$ cat src/rtl/shift_pkg.sv
// Shared definitions for the serial shift sequencer: state encoding and the
// default word width.
package shift_pkg;

  localparam int WIDTH_DEFAULT = 4;

  typedef enum logic [1:0] {
    ST_IDLE  = 2'd0,
    ST_SHIFT = 2'd1,
    ST_DONE  = 2'd2
  } state_e;

endpackage

$ cat src/rtl/shift_reg_lr.sv
// Parallel-load, right-shifting register; the serial input enters the MSB.
// Load has priority over shift.
module shift_reg_lr #(
  parameter int WIDTH = 4
) (
  input  logic             clk,
  input  logic             reset,
  input  logic             i_load,
  input  logic [WIDTH-1:0] i_load_data,
  input  logic             i_shift,
  input  logic             i_serial,
  output logic [WIDTH-1:0] o_q
);

  logic [WIDTH-1:0] r_q;

  always_ff @(posedge clk) begin
    if (!reset) begin
      r_q <= '0;
    end else if (i_load) begin
      r_q <= i_load_data;
    end else if (i_shift) begin
      r_q <= {i_serial, r_q[WIDTH-1:1]};
    end
  end

  assign o_q = r_q;

endmodule

$ cat src/rtl/shift_seq_ctrl.sv
// Serial frame sequencer: accepts a parallel word, shifts it out LSB first
// while assembling the received word, then holds the result until consumed.
//
//   state    | meaning
//   ---------+------------------------------------------------------------
//   ST_IDLE  | ready for a new word; serial lines quiet
//   ST_SHIFT | one bit out / one bit in per cycle, WIDTH cycles in total
//   ST_DONE  | received word presented on out_data until out_ready
module shift_seq_ctrl
  import shift_pkg::*;
#(
  parameter int WIDTH = WIDTH_DEFAULT
) (
  input  logic             clk,
  input  logic             reset,
  input  logic             in_valid,
  output logic             in_ready,
  input  logic [WIDTH-1:0] in_data,
  input  logic             serial_in,
  output logic             serial_out,
  output logic             shift_en,
  output logic             out_valid,
  output logic [WIDTH-1:0] out_data,
  input  logic             out_ready,
  output logic             busy
);

  localparam int CW = $clog2(WIDTH + 1);
  localparam logic [CW-1:0] LAST_BIT = CW'(WIDTH - 1);

  state_e           r_state;
  state_e           w_state_nxt;
  logic [CW-1:0]    r_cnt;
  logic [CW-1:0]    w_cnt_nxt;
  logic             w_load;
  logic             w_shift;
  logic [WIDTH-1:0] w_shreg;

  shift_reg_lr #(
    .WIDTH(WIDTH)
  ) u_shreg (
    .clk        (clk),
    .reset      (reset),
    .i_load     (w_load),
    .i_load_data(in_data),
    .i_shift    (w_shift),
    .i_serial   (serial_in),
    .o_q        (w_shreg)
  );

  always_ff @(posedge clk) begin
    if (!reset) begin
      r_state <= ST_IDLE;
      r_cnt   <= '0;
    end else begin
      r_state <= w_state_nxt;
      r_cnt   <= w_cnt_nxt;
    end
  end

  always_comb begin
    w_state_nxt = r_state;
    w_cnt_nxt   = r_cnt;
    w_load      = 1'b0;
    w_shift     = 1'b0;
    in_ready    = 1'b0;
    shift_en    = 1'b0;
    serial_out  = 1'b0;
    out_valid   = 1'b0;
    busy        = 1'b0;
    case (r_state)
      ST_IDLE: begin
        in_ready = 1'b1;
        if (in_valid) begin
          w_load      = 1'b1;
          w_cnt_nxt   = '0;
          w_state_nxt = ST_SHIFT;
        end
      end
      ST_SHIFT: begin
        shift_en   = 1'b1;
        busy       = 1'b1;
        serial_out = w_shreg[0];
        w_shift    = 1'b1;
        w_cnt_nxt  = r_cnt + CW'(1);
        // Counter tops out at WIDTH on the last edge, so it never wraps.
        if (r_cnt == LAST_BIT) begin
          w_state_nxt = ST_DONE;
        end
      end
      ST_DONE: begin
        out_valid = 1'b1;
        busy      = 1'b1;
        if (out_ready) begin
          w_state_nxt = ST_IDLE;
        end
      end
      default: begin
        w_state_nxt = ST_IDLE;
      end
    endcase
  end

  assign out_data = w_shreg;

endmodule

$ cat config.mk
export PLATFORM = sky130hd
export DESIGN_NAME = shift_seq_ctrl
export DESIGN_NICKNAME = d
export VERILOG_FILES = /design/src/rtl/shift_pkg.sv /design/src/rtl/shift_reg_lr.sv /design/src/rtl/shift_seq_ctrl.sv
export SDC_FILE = /design/constraint.sdc
export NUM_CORES = 1
export LEC_CHECK = 0
export CAP_MARGIN = 20
export CORE_MARGIN = 1.5
export CORE_UTILIZATION = 43
export CTS_CLUSTER_DIAMETER = 30
export DETAILED_ROUTE_END_ITERATION = 8
export GPL_TIMING_DRIVEN = 0
export PLACE_DENSITY_LB_ADDON = 0.1
export RECOVER_POWER = 100
export SLEW_MARGIN = 10
export SYNTH_ARGS = -nofsm -noshare
export SYNTH_HDL_FRONTEND = slang
export SYNTH_SLANG_ARGS = --single-unit
$ cat constraint.sdc
create_clock -name clk -period 1.4 [get_ports clk]
set_input_delay 0.28 -clock clk [delete_from_list [all_inputs] [get_ports clk]]
set_output_delay 0.28 -clock clk [all_outputs]
set_load 0.05 [all_outputs]
==> results of run 1 <==
flip-flops by register name, summed over array words and instances, names as in the netlist:
name / count
r_cnt: 3
u_shreg.o_q: 4
r_state: 2
power breakdown:
group          leakage (nW)  internal [mW]  total, mW  switching (mW)
sequential           0.0762          0.339      0.408          0.0692
combinational         0.327          0.628       1.34           0.717
clock                0.0177          0.105      0.203          0.0980
path summary, 6_finish.rpt:
path | to | cells past startpoint | start
worst max-delay path | serial_out | 5 | r_state[1]
worst min register to register | r_state[0] | 2 | r_state[0]
worst max register to register | r_state[1] | 6 | r_state[1]
worst min-delay path | r_state[0] | 2 | r_state[0]
synthesized netlist by cell type:
cell type / number / area (sq um)
o21ai_0: 1 / 5.000
nor2_1: 1 / 3.750
a221oi_4: 1 / 26.28
buf_6: 1 / 11.26
a21oi_1: 2 / 10.01
a21boi_0: 1 / 7.510
nor2b_4: 1 / 13.76
nand3b_1: 2 / 15.01
nand2b_1: 1 / 6.260
o211ai_1: 1 / 7.510
o2bb2ai_1: 1 / 8.760
xnor2_1: 1 / 8.760
ha_1: 6 / 75.07
o211a_1: 4 / 40.04
nand2_1: 9 / 33.78
mux2i_1: 6 / 60.06
or2b_1: 1 / 7.510
inv_1: 6 / 22.52
o21a_1: 1 / 7.510
clkbuf_1: 1 / 3.750
and2_1: 1 / 6.260
dfxtp_1: 9 / 180.2
routing by layer:
| layer | track usage [%] | up-vias | routed length (um) |
|---|---|---|---|
| li1 | - | 263 | - |
| met1 | 22.38 | 254 | 644 |
| met2 | 38.75 | 11 | 752 |
| met3 | 1.734 | 4 | 38 |
| met4 | 13.79 | 0 | 33 |
| met5 | 0 | - | 0 |
what timing repair did:
item	4_1_cts	5_1_grt
pin swaps	2	4
endpoints found under the setup margin	12	12
setup buffers	8	2
gates resized for setup	57	8
cells in the final DEF, fill, tap and decap left out:
cell type	count
nand2_1	9
clkdlybuf4s50_1	8
buf_4	8
mux2i_1	6
dfxtp_1	5
inv_1	4
buf_8	4
o211a_1	4
clkdlybuf4s15_2	4
ha_2	3
clkbuf_4	3
buf_6	3
inv_2	2
nand3b_1	2
ha_1	2
dfxtp_4	2
dfxtp_2	2
and2_4	1
clkbuf_1	1
nor2b_4	1
a221oi_4	1
or2b_1	1
o2bb2ai_1	1
nand2b_1	1
a21oi_2	1
o21a_1	1
xnor2_1	1
o211ai_1	1
a21oi_1	1
nor2_1	1
o21ai_1	1
a21boi_1	1
ha_4	1
clkinv_2	1
buf_12	1
through the flow:
stage               worst slack (ns)  cells  util, %  setup TNS (ns)
floorplan                   -0.03693     58        -         -0.1037
global placement             -0.5816     89    66.34          -2.433
detailed placement           -0.5776     89    66.34          -2.482
CTS                          -0.1032    101    77.92         -0.2945
global route                 -0.1402    103    80.41         -0.4948
finish                       -0.1124    103    80.41         -0.2557
layout make-up:
class	instances	area (sq um)
Multi-Input combinational cell	41	369.1
Clock inverter	1	5.005
Inverter	6	22.52
Clock buffer	3	22.52
Tap cell	14	17.52
Sequential cell	9	190.2
Fill cell	80	226.5
Timing Repair Buffer	27	284.0
Buffer	2	18.77
cell families after synthesis:
logic type	after synthesis
AO/OA/AOI/OAI	12
XOR/XNOR	1
adder cells (fa/ha/maj)	6
buffers and inverters	8
flip-flops	9
multiplexers	6
AND/OR/NAND/NOR	16
critical path, stage by stage (launching register included):
cell	delay (ns)
dfxtp_2	0.34
inv_2	0.06
ha_4	0.16
buf_8	0.12
and2_4	0.15
buf_8	0.14
==> flow_metrics.tcl, run 1 <==
set metrics [dict create \
    r2r_slack_ns 0.01 \
    stdcell_area_sq_um 929.6 \
    wl_um 1468 \
    antenna_found_initial 0 \
    cts_sinks 9 \
    drtIter0Drc 9 \
    hold_class "reg2reg" \
    ios 18 \
    area_growth_pct 65.85 \
    synthSimpleGateAreaFrac_pct 15.40 \
    cts_made_buffers 3 \
    rsz0062_at_grt "true" \
    diodes 0 \
    path_class "reg2out" \
    grt_use_total_pct 21.08 \
    worstMarginPinSlew_ns 0.4057 \
    overflow 0 \
    syn_nets 73 \
    slew_viol_final 0 \
    dp_hpwl_um 781.4 \
    fmax_ghz 0.6612 \
    cts_tree "built" \
    setup_viol 4 \
    cts_buffer_depth 2 \
    synthMuxAreaShare_pct 10.71 \
    syn_inst 58 \
    syn_area_sq_um 560.5 \
    yosys_warnings 0 \
    synth_fa_ha_area_share_pct 13.39 \
    grt_max_degree 11 \
    detail-route-antenna-nets 0 \
    vias 532 \
    postPlaceCellArea_sq_um 767.0 \
    avgSynthCellArea_sq_um 9.664 \
    core_sq_mm 0.001156 \
    die-area_sq_mm 0.001529 \
    synth_cell_types 22 \
    max-slew-margin-rel_pct 72.95 \
    p_leak_nw 0.4205 \
    port_buffers 17 \
    postCtsHoldBufs 0 \
    drive_above_1_share_pct 42.70 \
    drc 0 \
    clockRootBuffer "clkbuf_4" \
    worst_slack_ns -0.1124 \
    synth_xor_area_share_pct 1.563 \
    via_per_inst 5.165 \
    nets 105 \
    clock_skew_ns 0.005659 \
    min_period_ns 1.512 \
    synth_top_family_by_area "compound AO/OA/AOI/OAI gates" \
    rows 12 \
    end_kind "primary output" \
    violations "negative setup slack" \
    gp_congestion 0.6220 \
    wire_per_inst_um 14.25 \
    max_cap_viol_count 0 \
    power_density_mw_per_mm2 2103 \
    initial_utilization_pct 48.48 \
    synth_seq_cells 9 \
    grt_first_pass_wirelength_um 2104 \
    clkTransAtPathRegs_ns 0.07 \
    worstPathRequired_ns 1.12 \
    die_x_um 39.11 \
    grt_pass1_vias 477 \
    period_share_pct 108.0 \
    clock_latency_ns 0.26 \
    synth-compound-area-share_pct 20.09 \
    ir_drop_uv 1495 \
    whs_ns 0.5306 \
    die_h_um 39.11 \
    drt_first_pass_iters 4 \
    status "complete, but fails checks" \
    hold_viol_final 0 \
    crit_path_start_kind "flip-flop" \
    ys_seq_area_share_pct 32.14 \
    critPathMaxFanout 3 \
    h-tree-depth 1 \
    cp.arrival_ns 1.23 \
    p_total_mw 1.955 \
]
Note: power is estimated with default switching activity, not from simulation.
==> inputs of run 2 (changes only) <==
- GPL_TIMING_DRIVEN: 0 -> not set
- MAX_ROUTING_LAYER: not set -> met4
==> run 2 against run 1 <==
Compared with the run above:
- the flow still finishes with violations (negative setup slack)
- final cell count decreased by 4.9%
- register-to-register slack improved by 0.03 ns
- largest power group unchanged
- non-clock buffer count decreased by 5
- sequential share of layout area shrank 0.27 points
- worst hold slack worse by 0.019 ns
- maximum frequency increased by 5.3%
- sequential cell count unchanged
- power grew 0.18%
- highest routed layer unchanged
- clock power grew 4%
- first-iteration DRC count fell by 44%
==> flow_metrics.tcl, run 2 (synthesis gave the netlist of run 1 again) <==
set metrics [dict create \
    drive_above_1_share_pct 35.71 \
    power_density_mw_per_mm2 2136 \
    cp.arrival_ns 1.16 \
    cts_buffer_depth 2 \
    ir_drop_uv 2034 \
    critPathMaxFanout 3 \
    area_growth_pct 63.62 \
    p_total_mw 1.959 \
    rows 12 \
    clock_latency_ns 0.27 \
    via_per_inst 5.133 \
    rsz0062_at_grt "true" \
    grt_max_degree 12 \
    p_leak_nw 0.4141 \
    fillers 85 \
    dp_hpwl_um 937.2 \
    worstMarginPinSlew_ns 0.2801 \
    finalSetupTns_ns -0.05762 \
    grt_use_total_pct 21.39 \
    layout_common_cells "nand2_1, clkdlybuf4s50_1, dfxtp_1" \
    hold_class "reg2reg" \
    r2r_end "r_state[0]" \
    grt_first_pass_wirelength_um 2118 \
    slew_viol_final 0 \
    drtIter0Drc 5 \
    drt_first_pass_iters 4 \
    critPathCapture "serial_out" \
    grt_pass1_vias 502 \
    overflow 0 \
    status "complete, but fails checks" \
    port_buffers 17 \
    r2r_start "r_state[1]" \
    antenna_found_initial 0 \
    nets 100 \
    wl_um 1277 \
    worst-r2r-cell-count 5 \
    hold_viol_final 0 \
    max-slew-margin-rel_pct 81.41 \
    worst_slack_ns -0.03665 \
    clockRootBuffer "clkbuf_4" \
    initial_utilization_pct 48.48 \
    cts_sinks 9 \
    die_x_um 39.11 \
    r2r_slack_ns 0.04 \
    wire_per_inst_um 13.03 \
    largest_register_ffs 4 \
    gp_congestion 0.6642 \
    postCtsHoldBufs 0 \
    die_h_um 39.11 \
    drc 0 \
    diodes 0 \
    ios 18 \
    fmax_ghz 0.6961 \
    min_period_ns 1.437 \
    finish.utilization_pct 79.33 \
    clkTransAtPathRegs_ns 0.06 \
    cts_made_buffers 3 \
    die-area_sq_mm 0.001529 \
    startpoint "r_state[1]" \
    final_common_cell "nand2_1" \
    h-tree-depth 1 \
    core_sq_mm 0.001156 \
    period_share_pct 102.6 \
    detail-route-antenna-nets 0 \
    vias 503 \
    clock_skew_ns 0.002716 \
    hold_start "r_cnt[1]" \
    max_cap_viol_count 0 \
    setup_viol 2 \
    violations "negative setup slack" \
    crit_path_start_kind "flip-flop" \
    cts_tree "built" \
    end_kind "primary output" \
    worstPathRequired_ns 1.12 \
    path_class "reg2out" \
]
==> run 2: changes by cell type in the layout (fill, tap and decap cells not counted), moves of 3 or more <==
cell | before | now
buf_12 | 1 | 6
clkbuf_2 | 0 | 3
ha_2 | 3 | 0
buf_8 | 4 | 0
clkdlybuf4s15_2 | 4 | 0
==> run 2: worst min path at each step <==
stage	to	cells past startpoint
after floorplan	u_shreg.o_q[0]	1
after global placement	r_cnt[1]	2
after detailed placement	r_state[1]	2
after CTS	r_cnt[1]	2
after global routing	r_cnt[1]	2
final	r_cnt[1]	2
==> run 2: what timing repair did <==
action / in CTS / in global routing
cloned: 0 / 0
pin swaps: 0 / 2
buffers inserted: 2 / 1
resized for setup: 7 / 5
endpoints found under the setup margin: 7 / 7
==> run 2: power breakdown <==
| part | total (mW) | switching [mW] | internal (mW) |
|---|---|---|---|
| sequential | 0.402 | 0.0691 | 0.333 |
| combinational | 1.34 | 0.704 | 0.641 |
| clock | 0.211 | 0.101 | 0.110 |
==> run 2: layout make-up <==
cell class | count | area [sq um] | share of cell area, %
inverters | 6 | 27.53 | 3.001
clock buffers | 4 | 26.28 | 2.865
repair buffers | 24 | 271.5 | 29.60
multi-input cells | 41 | 389.1 | 42.43
well taps | 14 | 17.52 | 1.910
flip-flops and latches | 9 | 185.2 | 20.19
==> run 2: layer usage <==
layer / vias to the layer above / track usage, % / wire length [um]
met4: 0 / 7.759 / 14
met1: 233 / 22.15 / 536
met5: - / - / 0
met2: 12 / 37.50 / 677
met3: 3 / 6.936 / 49
li1: 255 / - / -
==> run 2: worst max-delay path: stages (launching register included) <==
cell	delay, ns
dfxtp_2	0.36
inv_4	0.06
ha_4	0.17
and2_4	0.16
buf_12	0.14
==> run 2: stage by stage <==
stage | instance area [sq um] | setup slack (ns) | cells | hold slack (ns)
6_report | 917.1 | -0.03665 | 98 | 0.5112
5_1_grt | 917.1 | -0.06266 | 98 | 0.5563
2_1_floorplan | 579.3 | -0.03693 | 58 | 0.4363
4_1_cts | 929.6 | -0.01988 | 97 | 0.5229
3_5_place_dp | 879.6 | -0.05038 | 92 | 0.4803
3_3_place_gp | 879.6 | -0.02419 | 92 | 0.4684
==> inputs of run 3 (changes only) <==
- SETUP_SLACK_MARGIN: not set -> 0.3
==> run 3 against run 2 <==
Compared with the run above:
- maximum frequency shrank 3.2%
- the run still ends with negative setup slack left
- setup slack got worse by 0.048 ns
- die area unchanged
- sequential cell count unchanged
- final cell count is 2.0% higher
- power is 17% higher
- sequential share of layout area shrank 1.4 points
- combinational power up 21%
- cell area is 13% higher
- critical path type is now reg2reg
==> flow_metrics.tcl, run 3 (synthesis gave the netlist of run 1 again) <==
set metrics [dict create \
    cts_sinks 9 \
    antenna_found_initial 0 \
    dp_hpwl_um 1046 \
    fmax_ghz 0.6737 \
    die-area_sq_mm 0.001529 \
    worstMarginPinSlew_ns 0.4160 \
    hold_class "reg2reg" \
    clock_skew_ns 0.007767 \
    holdPathStages 2 \
    grt_pass1_vias 566 \
    min_period_ns 1.484 \
    r2r_start "r_state[1]" \
    final_common_cell "buf_12" \
    layout_common_cells "buf_12, nand2_1, clkdlybuf4s50_1" \
    ios 18 \
    drc 0 \
    postCtsHoldBufs 0 \
    critPathMaxFanout 3 \
    drt_first_pass_iters 4 \
    wire_per_inst_um 17.92 \
    max-slew-margin-rel_pct 72.18 \
    cts_made_buffers 3 \
    path_class "reg2reg" \
    detail-route-antenna-nets 0 \
    holdPathEnd "r_cnt[1]" \
    area_growth_pct 85.04 \
    initial_utilization_pct 48.48 \
    period_share_pct 106.0 \
    die_x_um 39.11 \
    end_kind "flip-flop" \
    max_cap_viol_count 0 \
    p_leak_nw 0.4421 \
    hold_start "r_cnt[1]" \
    wl_um 1792 \
    grt_first_pass_wirelength_um 2635 \
    clockRootBuffer "clkbuf_4" \
    p_total_mw 2.286 \
    die_h_um 39.11 \
    port_buffers 17 \
    drive_above_1_share_pct 47.67 \
    status "complete, but fails checks" \
    rows 12 \
    core_sq_mm 0.001156 \
    setup_viol 3 \
    fin_cells 100 \
    worst_slack_ns -0.08434 \
    crit_path_start_kind "flip-flop" \
    r2r_end "r_state[1]" \
    violations "negative setup slack" \
    via_per_inst 5.410 \
    power_density_mw_per_mm2 2204 \
    cts_tree "built" \
    diodes 0 \
    place_inst 88 \
    gp_congestion 0.6870 \
    nets 102 \
    slew_viol_final 0 \
    drtIter0Drc 3 \
    largest_register_ffs 4 \
    clkTransAtPathRegs_ns 0.07 \
    r2r_slack_ns -0.08 \
    vias 541 \
    grt_use_total_pct 27.84 \
    h-tree-depth 1 \
    multi_input_area_sq_um 419.2 \
    cts_buffer_depth 2 \
    fillers 45 \
    overflow 0 \
    ir_drop_uv 1632 \
    regArea_sq_um 195.2 \
    worst-r2r-cell-count 5 \
    rsz0062_at_grt "true" \
    finish.utilization_pct 89.72 \
    hold_viol_final 0 \
    clock_latency_ns 0.27 \
    cp.arrival_ns 1.65 \
    grt_max_degree 12 \
    worstPathRequired_ns 1.57 \
]
run 3: power by group:
| group | switching (mW) | internal, mW | total [mW] |
|---|---|---|---|
| Clock | 0.104 | 0.110 | 0.215 |
| Combinational | 0.781 | 0.838 | 1.62 |
| Sequential | 0.107 | 0.346 | 0.453 |
| Total | 0.992 | 1.29 | 2.29 |
run 3: critical path, stage by stage, from the launching register on:
cell and delay, ns:
dfxtp_4 0.38, inv_4 0.05, ha_4 0.17, buf_12 0.13, a221oi_4 0.33, mux2i_1 0.32
run 3: metal layers:
metal	share of wire, %	vias to the layer above	track usage (%)
met5	0	-	-
met4	4.0	0	12.93
met3	5.5	9	10.40
met1	37	256	27.93
li1	-	258	-
met2	54	18	47.50
run 3: through the flow:
stage | instance area (sq um) | TNS, ns | setup slack (ns) | hold WS (ns)
finish | 1037 | -0.1449 | -0.08434 | 0.5054
floorplan | 626.9 | 0 | 0.05950 | 0.4316
CTS | 1007 | -0.04543 | -0.03189 | 0.5207
global placement | 897.1 | -0.2042 | -0.04612 | 0.4738
detailed placement | 897.1 | -0.4756 | -0.1180 | 0.5031
global route | 1037 | -0.3028 | -0.1294 | 0.5254
run 3: timing repair:
| action | 4_1_cts | 5_1_grt |
|---|---|---|
| buffers inserted | 7 | 1 |
| cloned | 0 | 0 |
| pin swaps | 7 | 2 |
| hold endpoints to repair | 0 | 0 |
| setup endpoints to repair | 17 | 14 |
| gates resized for setup | 9 | 6 |
run 3: layout make-up:
cell class	instances	share of cell area (%)
inverters	6	2.654
well taps	14	1.689
clock buffers	4	2.533
multi-input cells	41	40.41
flip-flops and latches	9	18.82
repair buffers	26	33.90
run 3: how the worst max path moves through the flow:
| stage | cells after the start | slack [ns] | start | end |
|---|---|---|---|---|
| final | 5 | -0.08 | r_state[1] | r_state[1] |
| after global routing | 5 | -0.13 | r_state[1] | r_state[1] |
| after CTS | 4 | -0.03 | r_state[1] | serial_out |
| after detailed placement | 4 | -0.12 | in_valid | r_state[1] |
| after global placement | 4 | -0.05 | in_valid | r_state[0] |
| after floorplan | 5 | 0.06 | r_state[1] | r_state[1] |
==> RTL edit 1: new RTL, config.mk and constraints of run 1 <==
The package constant `WIDTH_DEFAULT` goes from 4 to 8.
--- a/src/rtl/shift_pkg.sv
+++ b/src/rtl/shift_pkg.sv
@@ -3,5 +3,5 @@
 package shift_pkg;
 
-  localparam int WIDTH_DEFAULT = 4;
+  localparam int WIDTH_DEFAULT = 8;
 
   typedef enum logic [1:0] {
Interface: changed (resized in_data and out_data); port bits go from 18 to 26. The function was not compared with the original's and may differ.
==> RTL edit 1 against run 1 <==
- the flow still finishes with violations (negative setup slack)
- global-route usage is 1.9 points lower
- sequential cell count is 5 higher
- wire length is 25% higher
- synthesized area is 38% higher
- total power is 30% higher
- cell area is 36% higher
- count of clock-buffer cells in the layout is 1 higher
- synthesized cell count is 43% higher
- critical path depth is 1 higher
- worst setup slack worse by 0.12 ns
- sequential share of layout area is 2.3 points higher
- non-clock buffer count is 7 higher
- critical path type unchanged
==> RTL edit 1: results (changes against run 1) <==
** CTS
- Total CTS buffers :: 3 (unchanged)
- The source-to-sink clock delay at the later pin of the worst-skew pair is 0.29 ns (was 0.26 ns).

** Timing
- Final worst slack :: -0.230 ns (was -0.112 ns)
- Normalized max-slew margin :: 0.771 (was 0.730)
- The final count of negative-setup-slack endpoints came to 3 (was 4).
- Final-layout setup total negative slack :: -0.368 ns (was -0.256 ns)
- The largest clock skew in the final design came to 0.00599 ns (was 0.00566 ns).
- The minimum hold slack is 0.370 ns (was 0.531 ns).

** Synth
- Commonest cells in the netlist :: sky130_fd_sc_hd__dfxtp_1 (14), sky130_fd_sc_hd__nand2_1 (14), sky130_fd_sc_hd__mux2i_1 (9) (was sky130_fd_sc_hd__dfxtp_1 (9), sky130_fd_sc_hd__nand2_1 (9), sky130_fd_sc_hd__ha_1 (6), sky130_fd_sc_hd__inv_1 (6), sky130_fd_sc_hd__mux2i_1 (6))
- Synthesized-area fraction occupied by ao, oa, aoi and oai cells :: 0.209 (was 0.201)
- The proportion of synthesized area in mux cells is 0.117 (was 0.107).
- Number of nets in the synthesized netlist :: 101 (was 73)
- The xor and xnor fraction of the mapped netlist area was 0.0113 (was 0.0156).
- The area share of fa/ha/maj cells after synthesis was 0.0810 (was 0.134).
- Number of different library cells in the post-synthesis netlist :: 25 (was 22)
- Cells taking the most area after synthesis: sky130_fd_sc_hd__dfxtp_1 (36%), sky130_fd_sc_hd__mux2i_1 (12%), sky130_fd_sc_hd__o211a_1 (10%) (was sky130_fd_sc_hd__dfxtp_1 (32%), sky130_fd_sc_hd__ha_1 (13%), sky130_fd_sc_hd__mux2i_1 (11%)).

** Final layout
- The non-filler instance count after layout was 143 (was 103).
- Layout cells sized above 1 :: 0.373 (was 0.427)
- The number of flip-flops under the largest register name is 8 (was 4).

** Status
- Failing checks :: negative setup slack (unchanged)
- Outcome: finished, violations left (unchanged).

** Setup path
- CP max FO :: 3 (unchanged)
- Worst reg-to-reg path cell count :: 7 (was 6)
- The cell type group with the largest total delay on the critical path is buffers and inverters (was flip-flops).
- Arrival @ worst endpoint :: 1.35 ns (was 1.23 ns)
- Critical Path Max Stage Delay :: 0.36 ns (was 0.34 ns)

** Placement
- Placed inst area :: 1080 um^2 (was 767 um^2)
- HPWL Detailed :: 1110 um (was 781 um)
- Buffers on Ports :: 24 (was 17)
- Worst slack after detailed placement :: -0.689 ns (was -0.578 ns)

** Worst hold path
- Hold Path Class :: in2reg (was reg2reg)
- The count of cells along the worst hold path is 3 (was 2).

** Pwr
- The static leakage came to 0.000561 uW (was 0.000421 uW).
- The worst vdd rail ir drop is 1.24 mV (was 1.50 mV).

** Global route
- The via count of the first global-routing pass came to 656 (was 477).
- The met2 demand-to-capacity share in global routing was 0.320 (was 0.388).
- Gr usage total :: 0.192 (was 0.211)
- The met1 demand-to-capacity share in global routing is 0.207 (was 0.224).
- The met3 capacity usage during global routing came to 0.0714 (was 0.0173).

** Drt
- The detailed-routing iteration count for the pre-antenna-repair pass was 3 (was 4).
- The average vias per placed instance was 4.92 (was 5.17).
-- RTL edit 1: cell count changes in the layout (fill, tap and decap cells not counted), moves of 3 or more --
cell	delta
sky130_fd_sc_hd__clkdlybuf4s15_2	+4
sky130_fd_sc_hd__clkdlybuf4s50_1	+3
sky130_fd_sc_hd__dfxtp_1	+6
sky130_fd_sc_hd__ha_2	-3
sky130_fd_sc_hd__inv_1	-3
sky130_fd_sc_hd__mux2i_1	+3
sky130_fd_sc_hd__nand2_1	+4
sky130_fd_sc_hd__nand3_1	+3
sky130_fd_sc_hd__o211a_1	+4
sky130_fd_sc_hd__o21ai_0	+3
-- RTL edit 1: timing repair --
| action | CTS | global route |
|---|---|---|
| pin swaps | 2 | 1 |
| setup endpoints to repair | 23 | 14 |
| buffers inserted | 4 | 3 |
| gates resized for setup | 68 | 13 |
-- RTL edit 1: report_power, final --
group | internal (uW) | switching, uW
Combinational | 713 | 928
Clock | 159 | 143
Sequential | 510 | 93.2
-- RTL edit 1: worst reg2reg max path, stage by stage, from the launching register on --
cell                       delay, ns
sky130_fd_sc_hd__dfxtp_2        0.36
sky130_fd_sc_hd__inv_4          0.05
sky130_fd_sc_hd__buf_4          0.13
sky130_fd_sc_hd__ha_4           0.18
sky130_fd_sc_hd__nand2_2        0.13
sky130_fd_sc_hd__clkbuf_2       0.25
sky130_fd_sc_hd__nand2_1        0.08
sky130_fd_sc_hd__o211a_1        0.12
-- RTL edit 1: final timing paths --
check,from,end
worst max-delay path,r_state[1],serial_out
worst min-delay path,reset,r_state[0]
worst max register to register,r_state[1],u_shreg.o_q[7]
worst min register to register,r_cnt[3],r_cnt[3]
-- RTL edit 1: layout make-up --
type / count / area share
Clock buffer: 4 / 0.0288
Timing Repair Buffer: 31 / 0.249
Buffer: 5 / 0.0348
Tap cell: 25 / 0.0248
Multi-Input combinational cell: 61 / 0.422
Inverter: 3 / 0.0129
Sequential cell: 14 / 0.227
-- RTL edit 1: cells by family (layout without fill, tap and decap cells) --
family / Yosys count / count (layout)
adders and majority gates: 5 / 5
and+or+nand+nor: 26 / 26
buffers and inverters: 8 / 43
muxes: 9 / 9
DFF: 14 / 14
AOI/OAI and AO/OA: 20 / 20
xor gates and xnor gates: 1 / 1
-- RTL edit 1: per-layer routing --
layer | vias to the layer above | routed length, um
met4 | 0 | 51
met5 | - | 0
li1 | 363 | -
met3 | 7 | 76
met2 | 16 | 957
met1 | 318 | 756
==> RTL edit 2: new RTL, flow settings as in run 1 <==
Made on the original files. Reset style: asynchronous (`reset`), changed in 2 clocked blocks.
--- a/src/rtl/shift_reg_lr.sv
+++ b/src/rtl/shift_reg_lr.sv
@@ -15,5 +15,5 @@
   logic [WIDTH-1:0] r_q;
 
-  always_ff @(posedge clk) begin
+  always_ff @(posedge clk or negedge reset) begin
     if (!reset) begin
       r_q <= '0;
--- a/src/rtl/shift_seq_ctrl.sv
+++ b/src/rtl/shift_seq_ctrl.sv
@@ -49,5 +49,5 @@
   );
 
-  always_ff @(posedge clk) begin
+  always_ff @(posedge clk or negedge reset) begin
     if (!reset) begin
       r_state <= ST_IDLE;
Formal check against the unedited RTL: differs if reset is asserted again (counterexample within 4 cycles, from zero or initial values and one cycle with reset low); with reset held inactive, the same outputs for 10 cycles.
==> RTL edit 2 against run 1 <==
- the flow still finishes with violations (negative setup slack)
- worst setup slack got worse by 0.050 ns
- sequential cell count unchanged
- non-clock buffer count decreased by 1
- global-route usage increased by 0.92 points
- final cell count decreased by 6.8%
- via count decreased by 8.1%
- synthesized area increased by 1.1%
- count of clock-buffer cells in the layout increased by 1
- wire length decreased by 4.6%
- critical path depth unchanged
- worst hold slack got worse by 0.14 ns
- first-iteration DRC count decreased by 33%
- cell area increased by 4.0%
Power is left out: the tool's default activity adds up to more than one toggle a clock period on the data nets, which glitch-free logic cannot reach.
==> RTL edit 2: results (changes against run 1) <==
** Status
- Outcome: finished, violations left (unchanged).
- Failing checks :: negative setup slack (unchanged)

** Drt
- The final wirelength was 1400 um (was 1470 um).
- Number of detailed-routing iterations run before antenna repair :: 3 (was 4)
- Via/cell ratio :: 5.09 (was 5.17)
- The average detailed-routed wire length per instance is 14.6 um (was 14.3 um).

** Global route
- The initial antenna violation count is 0 (unchanged).
- The wire length of the first global-routing pass came to 2170 um (was 2100 um).
- Global Route met3 Usage :: 0.0852 (was 0.0173)
- The met2 demand-to-capacity share in global routing came to 0.354 (was 0.388).
- Number of global-route vias before repair :: 460 (was 477)
- Maximum number of pins on one net before global-route repair :: 10 (was 11)
- The met1 demand-to-capacity share in global routing was 0.275 (was 0.224).

** Setup path
- Critical Path Max Stage Delay :: 0.40 ns (was 0.34 ns)
- Highest-delay cell along the critical path :: sky130_fd_sc_hd__dfrtp_1 (was sky130_fd_sc_hd__dfxtp_2)
- FF-to-FF setup slack :: -0.15 ns (was 0.01 ns)
- R2R Path Start :: r_state[1] (unchanged)

** Final layout
- Layout cells sized above 1 :: 0.537 (was 0.427)
- Nets :: 98 (was 105)

** Synth
- The share of flip-flops with an asynchronous set or reset after synthesis was 1.00 (was 0).
- Number of different library cells in the post-synthesis netlist :: 18 (was 22)
- The share of synthesized area occupied by flip-flops and latches was 0.397 (was 0.321).
- The synthesized area per cell was 10.9 um^2 (was 9.66 um^2).
- The xor and xnor fraction of the mapped netlist area is 0.0155 (was 0.0156).
- The post-synth net total came to 67 (was 73).
- Cells taking the most area after synthesis :: sky130_fd_sc_hd__dfrtp_1 (40%), sky130_fd_sc_hd__ha_1 (13%), sky130_fd_sc_hd__mux2i_1 (8.8%) (was sky130_fd_sc_hd__dfxtp_1 (32%), sky130_fd_sc_hd__ha_1 (13%), sky130_fd_sc_hd__mux2i_1 (11%))
- Commonest cells in the netlist :: sky130_fd_sc_hd__dfrtp_1 (9), sky130_fd_sc_hd__o21ai_0 (7), sky130_fd_sc_hd__ha_1 (6), sky130_fd_sc_hd__inv_1 (6), sky130_fd_sc_hd__mux2i_1 (5) (was sky130_fd_sc_hd__dfxtp_1 (9), sky130_fd_sc_hd__nand2_1 (9), sky130_fd_sc_hd__ha_1 (6), sky130_fd_sc_hd__inv_1 (6), sky130_fd_sc_hd__mux2i_1 (6))
- The proportion of synthesized area in mux cells was 0.141 (was 0.107).
- Most used flip-flop cell after synthesis :: sky130_fd_sc_hd__dfrtp_1 (was sky130_fd_sc_hd__dfxtp_1)

** Timing
- The final count of negative-setup-slack endpoints came to 7 (was 4).
- Slew at the pin closest to its max-slew limit :: 0.428 ns (was 0.406 ns)
- The final worst slack was -0.162 ns (was -0.112 ns).
- Worst setup skew after layout :: 0.00298 ns (was 0.00566 ns)

** Placement
- Dpl cells :: 83 (was 89)
- The placer's final routability congestion estimate was 0.615 (was 0.622).
- HPWL Detailed :: 776 um (was 781 um)

** Worst hold path
- The worst hold path class is in2async (was reg2reg).
==> RTL edit 2: how the worst min path moves through the flow <==
stage | startpoint | end | slack (ns) | depth (start not counted)
finish | reset | r_cnt[2] | 0.39 | 1
floorplan | reset | r_cnt[0] | -0.02 | 0
detailed placement | r_cnt[1] | r_cnt[1] | 0.52 | 2
CTS | reset | r_cnt[2] | 0.32 | 1
global route | reset | r_cnt[2] | 0.42 | 1
global placement | r_cnt[1] | r_cnt[1] | 0.51 | 2
==> RTL edit 2: per-layer routing <==
metal	share of wire	up-vias
met3	0.044	0
met2	0.53	13
met5	0	-
li1	-	237
met4	0	0
met1	0.42	239
==> RTL edit 2: cells by family (layout without fill, tap and decap cells) <==
logic type               Yosys count  count (layout)
adder cells (fa/ha/maj)            6               6
AO/OA/AOI/OAI                     12              12
flip-flops                         9               9
AND/OR/NAND/NOR                    9               9
XOR/XNOR                           1               1
buffers and inverters              8              38
multiplexers                       7               7
==> RTL edit 2: stage by stage <==
stage	setup TNS, ns	area, um^2	hold slack (ns)
after floorplan	-0.390	597	-0.0156
after global placement	-3.30	785	0.510
after detailed placement	-3.36	785	0.519
after CTS	-0.627	926	0.316
after global routing	-1.08	967	0.417
final	-0.713	967	0.387
==> RTL edit 2: worst max-delay path: cells and delay by family, from the launching register on <==
family	cells	cell delay (ns)
flops	1	0.40
buf+inv	3	0.34
fa+ha+maj	1	0.15
simple gates	1	0.13
==> RTL edit 2: cell type report <==
cell class                 count  area [um^2]
multi-input combinational     35          393
timing repair buffer          27          267
sequential                     9          226
fill                          65          204
clock buffer                   4         26.3
inverter                       6         22.5
tap                           14         17.5
buffer                         1         15.0
==> RTL edit 2: repair_timing <==
action / CTS / global route
pin swaps: 3 / 4
endpoints found under the hold margin: 0 / 0
buffers inserted: 7 / 3
setup endpoints to repair: 11 / 12
gates resized for setup: 58 / 18
